==> config.mk <==
export PLATFORM = sky130hd
export DESIGN_NAME = edge_point_extract
export DESIGN_NICKNAME = d
export VERILOG_FILES = /design/src/rtl/edge_point_extract.sv
export SDC_FILE = /design/constraint.sdc
export NUM_CORES = 1
export LEC_CHECK = 0
export BUFFER_PORTS_ARGS = -buffer_cell sky130_fd_sc_hd__clkbuf_2
export CORE_UTILIZATION = 60
export DETAILED_ROUTE_END_ITERATION = 6
export PLACE_DENSITY = 0.76
export REMOVE_ABC_BUFFERS = 1
export SLEW_MARGIN = 20
export SYNTH_ARGS = -nofsm -noshare
export SYNTH_HDL_FRONTEND = slang
export SYNTH_SLANG_ARGS = --single-unit
==> constraint.sdc <==
create_clock -name Clk -period 4.6 [get_ports Clk]
set_clock_uncertainty 0.2 [all_clocks]
set_input_delay 0.69 -clock Clk [delete_from_list [all_inputs] [get_ports Clk]]
set_output_delay 0.69 -clock Clk [all_outputs]
set_load 0.1 [all_outputs]
==> src/rtl/edge_point_extract.sv <==
// -----------------------------------------------------------------------------
// edge_point_extract
//
// Turns a raster stream of edge-magnitude pixels into a queue of (x,y) edge
// points for a downstream Hough voter. Each pixel gets a coordinate from the
// frame/line strobes. A pixel becomes a candidate when its magnitude reaches
// Threshold and it lies inside the 1-pixel border that a 3x3 kernel cannot
// cover. Candidates pass through one register stage and are then pushed into a
// first-word-fall-through FIFO. The block also counts the points accepted per
// frame and flags points dropped because the FIFO was full.
//
// Ports
//   Clk, nReset            clock, asynchronous active-low reset
//   PixelIn[7:0]           edge magnitude, one pixel per cycle
//   FrameIn, LineIn        first-pixel-of-frame / first-pixel-of-line strobes
//   Width, Height [7:0]    image size (static within a frame)
//   Threshold[7:0]         minimum magnitude for an edge point
//   PointX, PointY [7:0]   FIFO head coordinate
//   PointValid             FIFO head valid
//   PointReady             consumer accepts the head
//   Overflow               sticky: a point was dropped in the current frame
//   EdgeCount[15:0]        accepted points of the previous frame
//   FrameDone              one-cycle pulse when EdgeCount updates
// -----------------------------------------------------------------------------
module edge_point_extract #(
    parameter int DEPTH = 16
) (
    input  logic        Clk,
    input  logic        nReset,
    input  logic [7:0]  PixelIn,
    input  logic        FrameIn,
    input  logic        LineIn,
    input  logic [7:0]  Width,
    input  logic [7:0]  Height,
    input  logic [7:0]  Threshold,
    output logic [7:0]  PointX,
    output logic [7:0]  PointY,
    output logic        PointValid,
    input  logic        PointReady,
    output logic        Overflow,
    output logic [15:0] EdgeCount,
    output logic        FrameDone
);

    localparam int AW = $clog2(DEPTH);
    localparam int CW = AW + 1;
    localparam logic [CW-1:0] FULL_CNT = CW'(DEPTH);

    function automatic logic [7:0] sat_inc8(input logic [7:0] v);
        return (v == 8'hFF) ? v : v + 8'd1;
    endfunction

    function automatic logic [15:0] sat_inc16(input logic [15:0] v);
        return (v == 16'hFFFF) ? v : v + 16'd1;
    endfunction

    logic          active_r;
    logic [7:0]    prev_x_r, prev_y_r;
    logic [7:0]    cur_x_s, cur_y_s;
    logic [8:0]    x_max_s, y_max_s;
    logic          cand_s;
    logic          cand_valid_r;
    logic [7:0]    cand_x_r, cand_y_r;

    logic [7:0]    mem_x_r [DEPTH];
    logic [7:0]    mem_y_r [DEPTH];
    logic [AW-1:0] wr_ptr_r, rd_ptr_r;
    logic [CW-1:0] count_r, count_next_s;
    logic          valid_r;
    logic          pop_s, push_s, drop_s, full_s;

    logic [15:0]   frame_cnt_r, frame_cnt_next_s;
    logic [15:0]   edge_count_r;
    logic          done_r;
    logic          ovf_r;

    // Coordinate of the pixel currently on PixelIn; FrameIn also acts as a line start.
    always_comb begin
        cur_x_s = prev_x_r;
        cur_y_s = prev_y_r;
        if (FrameIn) begin
            cur_x_s = 8'd0;
            cur_y_s = 8'd0;
        end else if (LineIn) begin
            cur_x_s = 8'd0;
            cur_y_s = sat_inc8(prev_y_r);
        end else begin
            cur_x_s = sat_inc8(prev_x_r);
            cur_y_s = prev_y_r;
        end
    end

    // Candidate decision: threshold plus border mask; sizes below 3 yield no interior.
    always_comb begin
        x_max_s = {1'b0, Width}  - 9'd2;
        y_max_s = {1'b0, Height} - 9'd2;
        cand_s  = 1'b0;
        if ((active_r || FrameIn) && (PixelIn >= Threshold) &&
            (Width >= 8'd3) && (Height >= 8'd3) &&
            (cur_x_s != 8'd0) && (cur_y_s != 8'd0) &&
            ({1'b0, cur_x_s} <= x_max_s) && ({1'b0, cur_y_s} <= y_max_s)) begin
            cand_s = 1'b1;
        end else begin
            cand_s = 1'b0;
        end
    end

    // FIFO control: a push into a full FIFO survives only if a pop frees a slot that cycle.
    always_comb begin
        pop_s  = valid_r & PointReady;
        full_s = (count_r == FULL_CNT);
        push_s = 1'b0;
        drop_s = 1'b0;
        if (cand_valid_r) begin
            if (!full_s || pop_s) begin
                push_s = 1'b1;
            end else begin
                drop_s = 1'b1;
            end
        end else begin
            push_s = 1'b0;
            drop_s = 1'b0;
        end
        count_next_s     = count_r + CW'(push_s) - CW'(pop_s);
        frame_cnt_next_s = push_s ? sat_inc16(frame_cnt_r) : frame_cnt_r;
    end

    // Coordinate tracking and the frame-active flag.
    always_ff @(posedge Clk or negedge nReset) begin
        if (!nReset) begin
            active_r <= 1'b0;
            prev_x_r <= 8'd0;
            prev_y_r <= 8'd0;
        end else begin
            if (FrameIn) begin
                active_r <= 1'b1;
            end
            prev_x_r <= cur_x_s;
            prev_y_r <= cur_y_s;
        end
    end

    // Candidate pipeline stage.
    always_ff @(posedge Clk or negedge nReset) begin
        if (!nReset) begin
            cand_valid_r <= 1'b0;
            cand_x_r     <= 8'd0;
            cand_y_r     <= 8'd0;
        end else begin
            cand_valid_r <= cand_s;
            cand_x_r     <= cur_x_s;
            cand_y_r     <= cur_y_s;
        end
    end

    // FIFO storage; cleared on reset so the head reads zero while empty after reset.
    always_ff @(posedge Clk or negedge nReset) begin
        if (!nReset) begin
            for (int i = 0; i < DEPTH; i++) begin
                mem_x_r[i] <= 8'd0;
                mem_y_r[i] <= 8'd0;
            end
        end else if (push_s) begin
            mem_x_r[wr_ptr_r] <= cand_x_r;
            mem_y_r[wr_ptr_r] <= cand_y_r;
        end
    end

    // FIFO pointers, occupancy and registered head-valid flag.
    always_ff @(posedge Clk or negedge nReset) begin
        if (!nReset) begin
            wr_ptr_r <= {AW{1'b0}};
            rd_ptr_r <= {AW{1'b0}};
            count_r  <= {CW{1'b0}};
            valid_r  <= 1'b0;
        end else begin
            if (push_s) begin
                wr_ptr_r <= wr_ptr_r + AW'(1);
            end
            if (pop_s) begin
                rd_ptr_r <= rd_ptr_r + AW'(1);
            end
            count_r <= count_next_s;
            valid_r <= (count_next_s != {CW{1'b0}});
        end
    end

    // Per-frame statistics; a push in the FrameIn cycle still belongs to the old frame.
    always_ff @(posedge Clk or negedge nReset) begin
        if (!nReset) begin
            frame_cnt_r  <= 16'd0;
            edge_count_r <= 16'd0;
            done_r       <= 1'b0;
            ovf_r        <= 1'b0;
        end else if (FrameIn && active_r) begin
            edge_count_r <= frame_cnt_next_s;
            frame_cnt_r  <= 16'd0;
            done_r       <= 1'b1;
            ovf_r        <= drop_s;
        end else begin
            frame_cnt_r  <= frame_cnt_next_s;
            done_r       <= 1'b0;
            ovf_r        <= ovf_r | drop_s;
        end
    end

    assign PointX     = mem_x_r[rd_ptr_r];
    assign PointY     = mem_y_r[rd_ptr_r];
    assign PointValid = valid_r;
    assign Overflow   = ovf_r;
    assign EdgeCount  = edge_count_r;
    assign FrameDone  = done_r;

endmodule

# Word level (Yosys, flattened, before mapping)
# Index checks and enable logic that the tools add are counted.
[totals]
regBits = 322
inputBits = 37
out_inout_bits = 35
word_cells = 110
[classes]
addsub = 9
n_lt_le_gt_ge = 8
eq_ne = 4
n_mux = 26
bitwise = 4
n_reduce_logical = 15
[ops]
columns = ["operator", "count"]
rows = [
  ["$bwmux W128", 2],
  ["$mux W8", 11],
  ["$bmux W8 S4", 2],
  ["$mux W16", 3],
  ["$demux W8 S4", 1],
  ["$le A8 B9 Y1", 2],
  ["$sub A8 B2 Y9 const B", 2],
  ["$add A16 B1 Y16 const B", 1],
  ["$add A8 B1 Y8 const B", 2],
  ["$eq A16 B16 Y1 const B", 1],
  ["$eq A8 B8 Y1 const B", 2],
  ["$ge A8 B2 Y1 const B", 2],
  ["$reduce_bool A8 Y1", 2],
  ["$ge A5 B5 Y1 const B", 2],
  ["$not A4 Y5", 2],
  ["$logic_and A1 B1 Y1", 9],
  ["$add A4 B1 Y4 const B", 2],
  ["$ge A8 B8 Y1", 1],
  ["$mux W1", 7],
  ["$add A5 B1 Y5", 1],
  ["$eq A5 B5 Y1 const B", 1],
  ["$lt A5 B1 Y1 const B", 1],
  ["$reduce_bool A5 Y1", 1],
  ["$sub A5 B1 Y5", 1],
  ["other kinds (4)", 5],
]

# Logic depth before layout (Yosys ltp)
# Gate-level depths: netlist of the first run.
[logic_depth]
ltp_word = 10
ltp_mapped = 16
ltp_nobuf = 14

# Least setup slack after synthesis of the first run
# Ideal clock, no wire load.
[synth_timing]
path_kind = "reg-to-reg"
startpoint = "register valid_r, in the netlist PointValid"
endpoint = "register valid_r, in the netlist PointValid"
setup_ns = 0.124
arrival_time_ns = 3.116
required_time_ns = 4.276
path_slack_ns = 1.161
path_stages_with_launch = 16
path_buffers = 3
synth_period_minus_slack_ns = 3.439
cell_sequence = "dfrtp_1 > and2_4 > buf_6 > o41a_1 > buf_6 > buf_12 > inv_4 > ha_1 > inv_1 > ha_1 > fa_1 > a21oi_1 > o21bai_1 > xnor2_1 > nor2_1 > nand2_1"
[synth_between]
elab_chain_cells = 7
[synth_rtl]
columns = ["element", "line_no", "source"]
rows = [
  ["start: declaration", "69", "logic valid_r;"],
  ["start signal: assignment", "184", "valid_r <= (count_next_s != {CW{1'b0}});"],
  ["$and A1 B1 Y1 (*)", "110", "pop_s = valid_r & PointReady;"],
  ["net pop_s", "70", "logic pop_s, push_s, drop_s, full_s;"],
  ["$logic_or A1 B1 Y1", "115", "if (!full_s || pop_s) begin"],
  ["$mux W1", "115", ""],
  ["$mux W1", "114", "if (cand_valid_r) begin"],
  ["$add A5 B1 Y5", "124", "count_next_s = count_r + CW'(push_s) - CW'(pop_s);"],
  ["$sub A5 B1 Y5 (*)", "124", ""],
  ["net count_next_s[4]", "68", "logic [CW-1:0] count_r, count_next_s;"],
  ["$reduce_bool A5 Y1 (*)", "184", ""],
]
# Mark *: on every way through the listed nets, which the timed path passes. The rest lies on a longest branch.
# A chain may end at the register's enable or synchronous reset.

# Worst setup path in the final report of the first run
[layout_timing]
startpoint = "register rd_ptr_r[0]"
endpoint = "output PointX[7]"
[layout_between]
elab_chain_cells = 4
[layout_rtl]
columns = ["element", "line_no", "source"]
rows = [
  ["start: declaration", "67", "logic [AW-1:0] wr_ptr_r, rd_ptr_r;"],
  ["start signal: assignment", "173", "rd_ptr_r <= {AW{1'b0}};"],
  ["start signal: assignment", "181", "rd_ptr_r <= rd_ptr_r + AW'(1);"],
  ["$not A4 Y5 (implied by the code)", "207", "assign PointX = mem_x_r[rd_ptr_r];"],
  ["$bmux W8 S4", "207", ""],
  ["$mux W8 (implied by the code) (2 in a row)", "207", ""],
  ["end: declaration", "36", "output logic [7:0] PointX,"],
]
# No other way between the ends. The select of a mux whose other input is x is not followed.

==> results of run 1 <==
per-layer routing:
| metal | vias up | track usage, % |
|---|---|---|
| met3 | 62 | 3.49 |
| li1 | 4154 | - |
| met4 | 0 | 8.09 |
| met2 | 214 | 43.1 |
| met5 | - | 0 |
| met1 | 4807 | 34.3 |
worst max-delay path by stage:
stage	start	to	slack (ps)	cells past startpoint
final	rd_ptr_r[0]$_DFFE_PN0P_	PointX[7]	690	4
after global routing	rd_ptr_r[0]$_DFFE_PN0P_	PointX[7]	590	4
after CTS	rd_ptr_r[0]$_DFFE_PN0P_	PointX[5]	650	4
after detailed placement	PointReady	PointValid$_DFF_PN0_	1010	13
after global placement	PointReady	PointValid$_DFF_PN0_	1040	13
after floorplan	rd_ptr_r[0]$_DFFE_PN0P_	PointX[0]	-310	2
placed cells by master (no fill, tap or decap), types with 6 or more instances in the layout:
master       n
mux2_2     248
mux2_4      10
buf_4       11
xnor2_1     24
xor2_1      10
nand3_4     12
clkbuf_1     6
nor3_1      17
dfrtp_1    319
a31oi_1      8
ha_1        40
clkbuf_2    70
nand2_1     40
clkbuf_8     8
a211oi_1     6
nor4_1       8
nand4_1      8
clkbuf_16   34
and3_1       7
a21oi_1     13
o21ai_0     24
nand3_1     16
mux4_2      80
inv_1       28
nor2_1      41
registers in the layout, indices dropped and copies added, names as in the netlist, 4 cells and up:
register and flops:
rd_ptr_r 4, frame_cnt_r 16, mem_y_r 128, cand_x_r 8
EdgeCount 16, mem_x_r 128, wr_ptr_r 4, count_r 5
cand_y_r 8
kinds of logic (layout without fill, tap and decap cells):
group | Yosys count | in the layout
buf+inv | 113 | 175
compound gates | 78 | 78
fa+ha+maj | 41 | 41
flops | 322 | 322
simple gates | 178 | 178
mux | 343 | 343
xor+xnor | 34 | 34
area by class of cell:
| class | instances | area [um^2] | area share, % |
|---|---|---|---|
| tap | 335 | 419 | 2.41 |
| clock inverter | 11 | 129 | 0.741 |
| clock buffer | 48 | 983 | 5.65 |
| inverter | 30 | 115 | 0.662 |
| multi-input combinational | 674 | 7170 | 41.2 |
| timing repair buffer | 86 | 518 | 2.98 |
| sequential | 322 | 8060 | 46.4 |
power by group:
group	total (mW)	switching [mW]	leakage, nW	internal, mW
combinational	1.23	0.686	3.47	0.546
clock	2.71	1.10	0.544	1.61
sequential	3.20	0.264	4.45	2.94
total	7.14	2.05	8.47	5.09
per-stage QoR:
stage                     cell area [um^2]  hold slack [ps]  cells  utilization [%]  setup TNS, ps
after floorplan                      15300              194   1026                -          -4960
after global placement               16300              263   1446             62.6              0
after detailed placement             16300              270   1446             62.6              0
after CTS                            17400              282   1506             66.9              0
after global routing                 17400              306   1506             66.9              0
final                                17400              277   1506             66.9              0
worst max-delay path, stage by stage, from the launching register on:
cell	delay (ps)
dfrtp_4	680
buf_12	360
mux4_2	580
mux4_2	480
clkbuf_2	380
what timing repair did:
| item | 4_1_cts | 5_1_grt |
|---|---|---|
| hold endpoints to repair | 21 | 0 |
| setup endpoints to repair | 0 | 0 |
| hold buffers | 1 | 0 |
synthesized netlist by cell type, types with 5 or more instances:
cell type,count,area [um^2]
buf_4,5,37.5
nand3_1,16,80.1
nand3_4,12,210
mux2i_1,5,50.1
dfrtp_1,322,8060
nor3_1,17,85.1
buf_8,7,105
nand2b_1,5,31.3
nand2_1,40,150
and3_1,7,43.8
xnor2_1,24,210
o21ai_0,24,120
nor2b_1,5,31.3
a31oi_1,8,50.1
nor2_1,41,154
xor2_1,10,87.6
inv_1,28,105
buf_6,8,90.1
ha_1,40,500
nor4_1,8,50.1
mux2_4,10,150
buf_2,11,55.1
a21o_1,5,37.5
mux4_2,80,1800
a21oi_1,13,65.1
nand4_1,8,50.1
buf_1,5,18.8
mux2_2,248,2790
clkbuf_1,44,165
a211oi_1,6,45.0
==> metrics.md, run 1 <==
| Metric | Value |
|---|---|
| Status | `complete, no violations` |
| Async SR Flop Fraction | `100%` |
| Met3 wire len | `1320 um` |
| Main synth FF type | `dfrtp_1` |
| Worst flop-to-flop path startpoint | `cand_x_r[1]$_DFF_PN0_` |
| Synth warn | `0` |
| Final worst slack | `695 ps` |
| CTS tree | `yes` |
| CTS max path bufs | `3` |
| Vias post-DR | `9237` |
| Met2 Routed Length | `16100 um` |
| Share of layout cells above drive strength 1 | `42.8%` |
| GPL Wtd Cong | `0.794` |
| Maximum vdd drop | `371 uV` |
| First DRT Iteration DRCs | `440` |
| Area share of and/or/nand/nor cells after synthesis | `6.71%` |
| Worst-Skew Late Latency | `510 ps` |
| Post-route clock period utilization | `84.9%` |
| Largest net degree at the start of global routing | `88` |
| Flop and latch count out of synthesis | `322` |
| Leak Pwr | `8.47 nW` |
| Drt pass-1 iters | `4` |
| Min-Delay Endpoint | `EdgeCount[8]$_DFFE_PN0P_` |
| Compound-Gate Fraction of Synth Area | `3.09%` |
| DIE WIDTH | `165 um` |
| Setup repair after global routing missed its margin | `no` |
| Slew Viols, Final | `0` |
| Flop-to-flop setup slack | `1070 ps` |
| RR Endpoint | `cand_valid_r$_DFF_PN0_` |
| Post-CTS Resized | `0` |
| Gr ovfl total | `0` |
| WHS Path Cells | `2` |
| Initial antenna violation count | `0` |
| Adder-Cell Fraction of Synth Area | `3.28%` |
| Core area | `26000 um^2` |
| PortBufs | `71` |
| First-pass GRT wire length | `52500 um` |
| Max_cap viols | `0` |
| Post-route ant nets | `0` |
| H-tree levels | `2` |
| Post-route DRC | `0` |
| Xor/xnor cell area share of the yosys netlist | `1.88%` |
| Clk slew on worst S/H paths | `60 ps` |
| Min Tclk post-route | `3910 ps` |
| DIE AREA | `27100 um^2` |
| Pwr Total | `7.14 mW` |
| Final-stage net count | `1226` |
| Filler cells | `1834` |
| CTS Sinks | `322` |
| Crit path arrival time | `3020 ps` |
| Dpl hpwl | `19900 um` |
| Post-Syn Area per Cell | `14.3 um^2` |
| Synth cell types | `60` |
| Area grow syn2layout | `9.71%` |
| Setup WS pre-CTS | `1010 ps` |
| Critical path fanouts, max | `39` |
| Final Setup Violations | `0` |
| CTS buffer count | `34` |
| Drt total wl | `32500 um` |
| Worst reg-to-reg path cell count | `12` |
| # rows | `59` |
| Root buffer cell | `clkbuf_16` |
| Cells after Synth | `1109` |
| Max-slew headroom | `22.2%` |
| Max layer used | `met4` |
| Final hold vios | `0` |
| Number of synthesized flops with an enable pin | `0` |
| Max Freq | `256 MHz` |
| DR vias/cell | `6.13` |
| Mapped cell area | `15900 um^2` |
| Total track usage | `25.5%` |
| Pwr dens | `411 nW/um^2` |
| Die height | `165 um` |
| CP required | `3710 ps` |
| Routed length on met1 | `14300 um` |
| Largest family of logic cells by synthesized area | `multiplexers` |
| Slew @ Worst Pin | `1170 ps` |
| Routed WL per cell | `21.6 um` |
| IO Count | `72` |
| Crit Path Class | `reg2out` |
| Worst min path class | `reg2reg` |
| Vias in the first global route | `9807` |
| Crit start category | `flop` |
| Post-synthesis sequential area ratio | `50.8%` |
| Post-CTS setup buffers | `0` |
| Mux cell area share after synthesis | `30.2%` |
| Hold Crit Start | `EdgeCount[8]$_DFFE_PN0P_` |
| Diode count | `0` |
| Worst setup EP type | `primary output` |
| Initial Util | `61.0%` |
Note: power is estimated with default switching activity, not from simulation.
==> inputs of run 2 (changes only) <==
==> constraint.sdc (replaced) <==
create_clock -name Clk -period 3.99 [get_ports Clk]
set_clock_uncertainty 0.2 [all_clocks]
set_input_delay 0.5985 -clock Clk [delete_from_list [all_inputs] [get_ports Clk]]
set_output_delay 0.5985 -clock Clk [all_outputs]
set_load 0.1 [all_outputs]
==> metrics.md, run 2 (synthesis gave the netlist of run 1 again) <==
| Metric | Value |
|---|---|
| Status | `complete, no violations` |
| PortBufs | `71` |
| Gr ovfl total | `0` |
| IO Count | `72` |
| Largest regs | `mem_x_r (128), mem_y_r (128)` |
| DR vias/cell | `6.09` |
| Post-CTS Resized | `0` |
| H-tree levels | `2` |
| DIE AREA | `27100 um^2` |
| Die height | `165 um` |
| Critical path fanouts, max | `16` |
| CTS tree | `yes` |
| Final-stage net count | `1234` |
| CTS buffer count | `34` |
| Dpl hpwl | `20100 um` |
| Sequence of cells on the critical path | `buf_4 > mux4_2 > mux4_2 > clkbuf_2` |
| CTS Sinks | `322` |
| Drt total wl | `33100 um` |
| Final hold vios | `0` |
| Max incr delay on CP | `580 ps` |
| Root buffer cell | `clkbuf_16` |
| First-pass GRT wire length | `53100 um` |
| Hold-fix buffers at CTS | `1` |
| Crit Path Class | `reg2out` |
| Crit path buffers/inverters | `2` |
| Leak Pwr | `8.51 nW` |
| Post-route clock period utilization | `92.9%` |
| Routed length on met1 | `14500 um` |
| Routed WL per cell | `21.8 um` |
| Most frequent cells in the layout | `320 x dfrtp_1, 248 x mux2_2, 80 x mux4_2, 70 x clkbuf_2, 41 x nor2_1` |
| Met3 wire len | `1380 um` |
| Most common cell after layout, fill and taps aside | `dfrtp_1` |
| Worst setup EP type | `primary output` |
| GPL Wtd Cong | `0.787` |
| Worst min path class | `in2reg` |
| Critical Path Most Common Cell | `mux4_2` |
| Slew @ Worst Pin | `892 ps` |
| Crit path max-delay family | `multiplexers` |
| Area grow syn2layout | `9.99%` |
| Post-route DRC | `0` |
| Drt pass-1 iters | `4` |
| Worst reg-to-reg path cell count | `12` |
| Max Freq | `270 MHz` |
| Diode count | `0` |
| CP required | `3190 ps` |
| Share of layout cells above drive strength 1 | `43.0%` |
| Vias in the first global route | `9580` |
| Max stage delay cell, worst path | `dfrtp_4` |
| Register Area | `8060 um^2` |
| Multi-input logic area | `7170 um^2` |
| Final Setup Violations | `0` |
| DIE WIDTH | `165 um` |
| Pwr dens | `472 nW/um^2` |
| Vias post-DR | `9214` |
| WHS Path Cells | `3` |
| Largest net degree at the start of global routing | `112` |
| Initial antenna violation count | `0` |
| Initial Util | `61.0%` |
| Maximum vdd drop | `408 uV` |
| Stages on worst setup path | `4` |
| Met2 Routed Length | `16300 um` |
| Worst-Skew Late Latency | `520 ps` |
| Setup repair after global routing missed its margin | `no` |
| Slew Viols, Final | `0` |
| Filler cells | `1830` |
| Clk slew on worst S/H paths | `60 ps` |
| Post-CTS setup buffers | `0` |
| Max-slew headroom | `40.4%` |
| Final core occ | `67.1%` |
| # rows | `59` |
| Final hold slack | `266 ps` |
| Crit start category | `flop` |
| Max_cap viols | `0` |
| Crit path arrival time | `2910 ps` |
| Total track usage | `26.0%` |
| Post-route ant nets | `0` |
| CTS max path bufs | `3` |
| Max layer used | `met4` |
| Core area | `26000 um^2` |
| First DRT Iteration DRCs | `612` |
| Min Tclk post-route | `3710 ps` |
==> run 2: cell count changes in the layout (fill, tap and decap cells not counted), sizes merged <==
cell      previous run  this run
buf                 15        23
clkbuf             118       121
bufinv               2         0
clkinv               6         7
clkinvlp             2         1
inv                 31        30
==> run 2: final timing paths <==
kind / start / to / slack (ps)
max in group asynchronous: nReset / EdgeCount[6]$_DFFE_PN0P_ / 2050
min in group asynchronous: nReset / mem_x_r[110]$_DFFE_PN0P_ / 540
max reg2reg: cand_x_r[1]$_DFF_PN0_ / cand_valid_r$_DFF_PN0_ / 560
max: rd_ptr_r[0]$_DFFE_PN0P_ / PointX[4] / 280
min reg2reg: EdgeCount[10]$_DFFE_PN0P_ / EdgeCount[10]$_DFFE_PN0P_ / 290
min: PointReady / rd_ptr_r[0]$_DFFE_PN0P_ / 270
==> run 2: layout make-up <==
cell class | count | area share [%]
sequential | 322 | 46.2
multi-input combinational | 674 | 41.1
clock buffer | 51 | 5.88
timing repair buffer | 94 | 3.46
tap | 335 | 2.40
inverter | 30 | 0.660
clock inverter | 8 | 0.265
==> run 2: stage by stage <==
stage	std cells	setup slack (ps)	area (um^2)	power [mW]	TNS, ps
after detailed placement	1454	597	16400	5.27	0
after CTS	1514	233	17400	8.29	0
after global placement	1454	676	16400	5.23	0
after floorplan	1026	-829	15300	4.73	-16150
after global routing	1514	168	17400	8.56	0
final	1514	285	17400	8.22	0
==> run 2: per-layer routing <==
metal,up-vias,track usage [%]
met5,-,0
met1,4814,35.3
met3,60,3.82
met2,180,43.5
met4,0,7.84
li1,4160,-
==> run 2: worst min-delay path, cell delays in order <==
cell	delay (ps)
clkbuf_2	70
and2_4	190
xor2_1	80
==> run 2: power breakdown <==
part / switching (mW) / total (mW) / internal (mW)
Clock: 1.26 / 3.03 / 1.78
Combinational: 0.916 / 1.59 / 0.679
Sequential: 0.207 / 3.60 / 3.39
==> inputs of run 3 (changes only) <==
--- a/config.mk
+++ b/config.mk
@@ -6,9 +6,9 @@
 export NUM_CORES = 1
 export LEC_CHECK = 0
 export BUFFER_PORTS_ARGS = -buffer_cell sky130_fd_sc_hd__clkbuf_2
-export CORE_UTILIZATION = 60
+export CORE_UTILIZATION = 30
 export DETAILED_ROUTE_END_ITERATION = 6
-export PLACE_DENSITY = 0.76
+export PLACE_DENSITY = 0.43
 export REMOVE_ABC_BUFFERS = 1
 export SLEW_MARGIN = 20
 export SYNTH_ARGS = -nofsm -noshare
==> metrics.md, run 3 (synthesis gave the netlist of run 1 again) <==
| Metric | Value |
|---|---|
| Status | `complete, no violations` |
| GPL Wtd Cong | `0.754` |
| # rows | `83` |
| Reg power frac | `41.6%` |
| Psw | `2.54 mW` |
| Total track usage | `15.3%` |
| Post-CTS Resized | `0` |
| Max-slew headroom | `39.5%` |
| Hold-fix buffers at CTS | `1` |
| DR vias/cell | `4.93` |
| TNS Setup | `0 ps` |
| Crit path arrival time | `3010 ps` |
| Filler cells | `5066` |
| Setup repair after global routing missed its margin | `no` |
| Final Setup Violations | `0` |
| Crit Path Class | `reg2out` |
| Routed WL per cell | `21.2 um` |
| Switch share | `29.3%` |
| CTS Sinks | `322` |
| Post-route clock period utilization | `95.4%` |
| PortBufs | `71` |
| Clock power frac | `39.2%` |
| Post-route ant nets | `0` |
| Pwr dens | `478 nW/um^2` |
| Initial antenna violation count | `0` |
| Dpl hpwl | `24100 um` |
| Critical Path Most Common Cell | `mux4_2` |
| Vias in the first global route | `9790` |
| Clk slew on worst S/H paths | `60 ps` |
| Most common cell after layout, fill and taps aside | `dfrtp_1` |
| Max incr delay on CP | `740 ps` |
| Drt pass-1 iters | `4` |
| CTS buffer count | `38` |
| Max stage delay cell, worst path | `dfrtp_4` |
| Worst setup EP type | `primary output` |
| Root buffer cell | `clkbuf_16` |
| Slew @ Worst Pin | `906 ps` |
| Final hold slack | `249 ps` |
| DIE WIDTH | `232 um` |
| Post-route DRC | `0` |
| Leak Pwr | `8.64 nW` |
| Worst-Skew Late Latency | `530 ps` |
| H-tree levels | `2` |
| Sequence of cells on the critical path | `buf_4 > mux4_2 > mux4_2 > clkbuf_2` |
| First-pass GRT wire length | `61700 um` |
| Crit start category | `flop` |
| Final-stage net count | `1248` |
| Core area | `51700 um^2` |
| Initial Util | `30.7%` |
| Max_cap viols | `0` |
| Largest regs | `mem_x_r (128), mem_y_r (128)` |
| Largest net degree at the start of global routing | `100` |
| Max Freq | `263 MHz` |
| WHS Path Cells | `3` |
| Critical path fanouts, max | `20` |
| Most frequent cells in the layout | `320 x dfrtp_1, 248 x mux2_2, 80 x mux4_2, 70 x clkbuf_2, 41 x nor2_1` |
| Post-CTS setup buffers | `0` |
| Comb pwr share | `19.2%` |
| IO Count | `72` |
| Vias post-DR | `9237` |
| CP required | `3190 ps` |
| Diode count | `0` |
| Final hold vios | `0` |
| Slew Viols, Final | `0` |
| Area grow syn2layout | `14.2%` |
| Die height | `232 um` |
| Gr ovfl total | `0` |
| First DRT Iteration DRCs | `394` |
| Internal Pwr Total | `6.12 mW` |
| Worst min path class | `in2reg` |
| Worst reg-to-reg path cell count | `12` |
| Share of layout cells above drive strength 1 | `43.5%` |
| CTS tree | `yes` |
| Min Tclk post-route | `3810 ps` |
| Drt total wl | `39700 um` |
| DIE AREA | `53800 um^2` |
| Maximum vdd drop | `388 uV` |
| CTS max path bufs | `3` |
[run 3: cell types whose count changed in the layout (fill, tap and decap cells not counted), sizes merged]
cell	delta
buf	+10
clkbuf	+9
clkinv	-2
bufinv	+1
clkinvlp	-1
inv	-1
[run 3: path summary, 6_finish.rpt]
| kind | startpoint | end | slack (ps) |
|---|---|---|---|
| worst max-delay path | rd_ptr_r[0]$_DFFE_PN0P_ | PointY[1] | 180 |
| worst min-delay path | PointReady | rd_ptr_r[0]$_DFFE_PN0P_ | 250 |
| worst max register to register | cand_y_r[1]$_DFF_PN0_ | cand_valid_r$_DFF_PN0_ | 560 |
| worst min register to register | EdgeCount[13]$_DFFE_PN0P_ | EdgeCount[13]$_DFFE_PN0P_ | 280 |
| max in group asynchronous | nReset | mem_y_r[57]$_DFFE_PN0P_ | 2210 |
| min in group asynchronous | nReset | mem_x_r[103]$_DFFE_PN0P_ | 530 |
[run 3: layout make-up]
type,instances,area [um^2],area share (%)
Clock inverter,5,61.3,0.338
Tap cell,680,851,4.70
Sequential cell,322,8060,44.5
Timing Repair Buffer,104,703,3.88
Inverter,30,115,0.635
Clock buffer,60,1150,6.37
Multi-Input combinational cell,674,7170,39.6
[run 3: per-layer routing]
metal	GRT usage [%]	vias up	part of all wire (%)
li1	-	4200	-
met1	20.7	4865	46
met2	25.9	126	49
met3	2.12	46	3.2
met4	3.52	0	1.7
met5	0	-	0
[run 3: through the flow]
step | cell area, um^2 | setup slack (ps) | power [mW] | cells | utilization [%]
after floorplan | 15300 | -829 | 4.73 | 1026 | -
after global placement | 16900 | 541 | 5.36 | 1809 | 32.7
after detailed placement | 16900 | 564 | 5.37 | 1809 | 32.7
after CTS | 18100 | 101 | 8.84 | 1875 | 35.0
after global routing | 18100 | 53.8 | 9.09 | 1875 | 35.0
final | 18100 | 183 | 8.66 | 1875 | 35.0
[run 3: power by group through the flow]
stage          Combinational (mW)  Sequential (mW)  Clock, mW
6_report                     1.66             3.60       3.39
3_5_place_dp                 1.70             3.67          0
5_1_grt                      1.82             3.63       3.65
2_1_floorplan               0.874             3.86          0
3_3_place_gp                 1.70             3.67          0
4_1_cts                      1.71             3.61       3.51
[run 3: critical path, delay by kind of cell, from the launching register on]
family	cells	cell delay, ps
muxes	2	1060
DFF	1	740
buffers and inverters	2	680
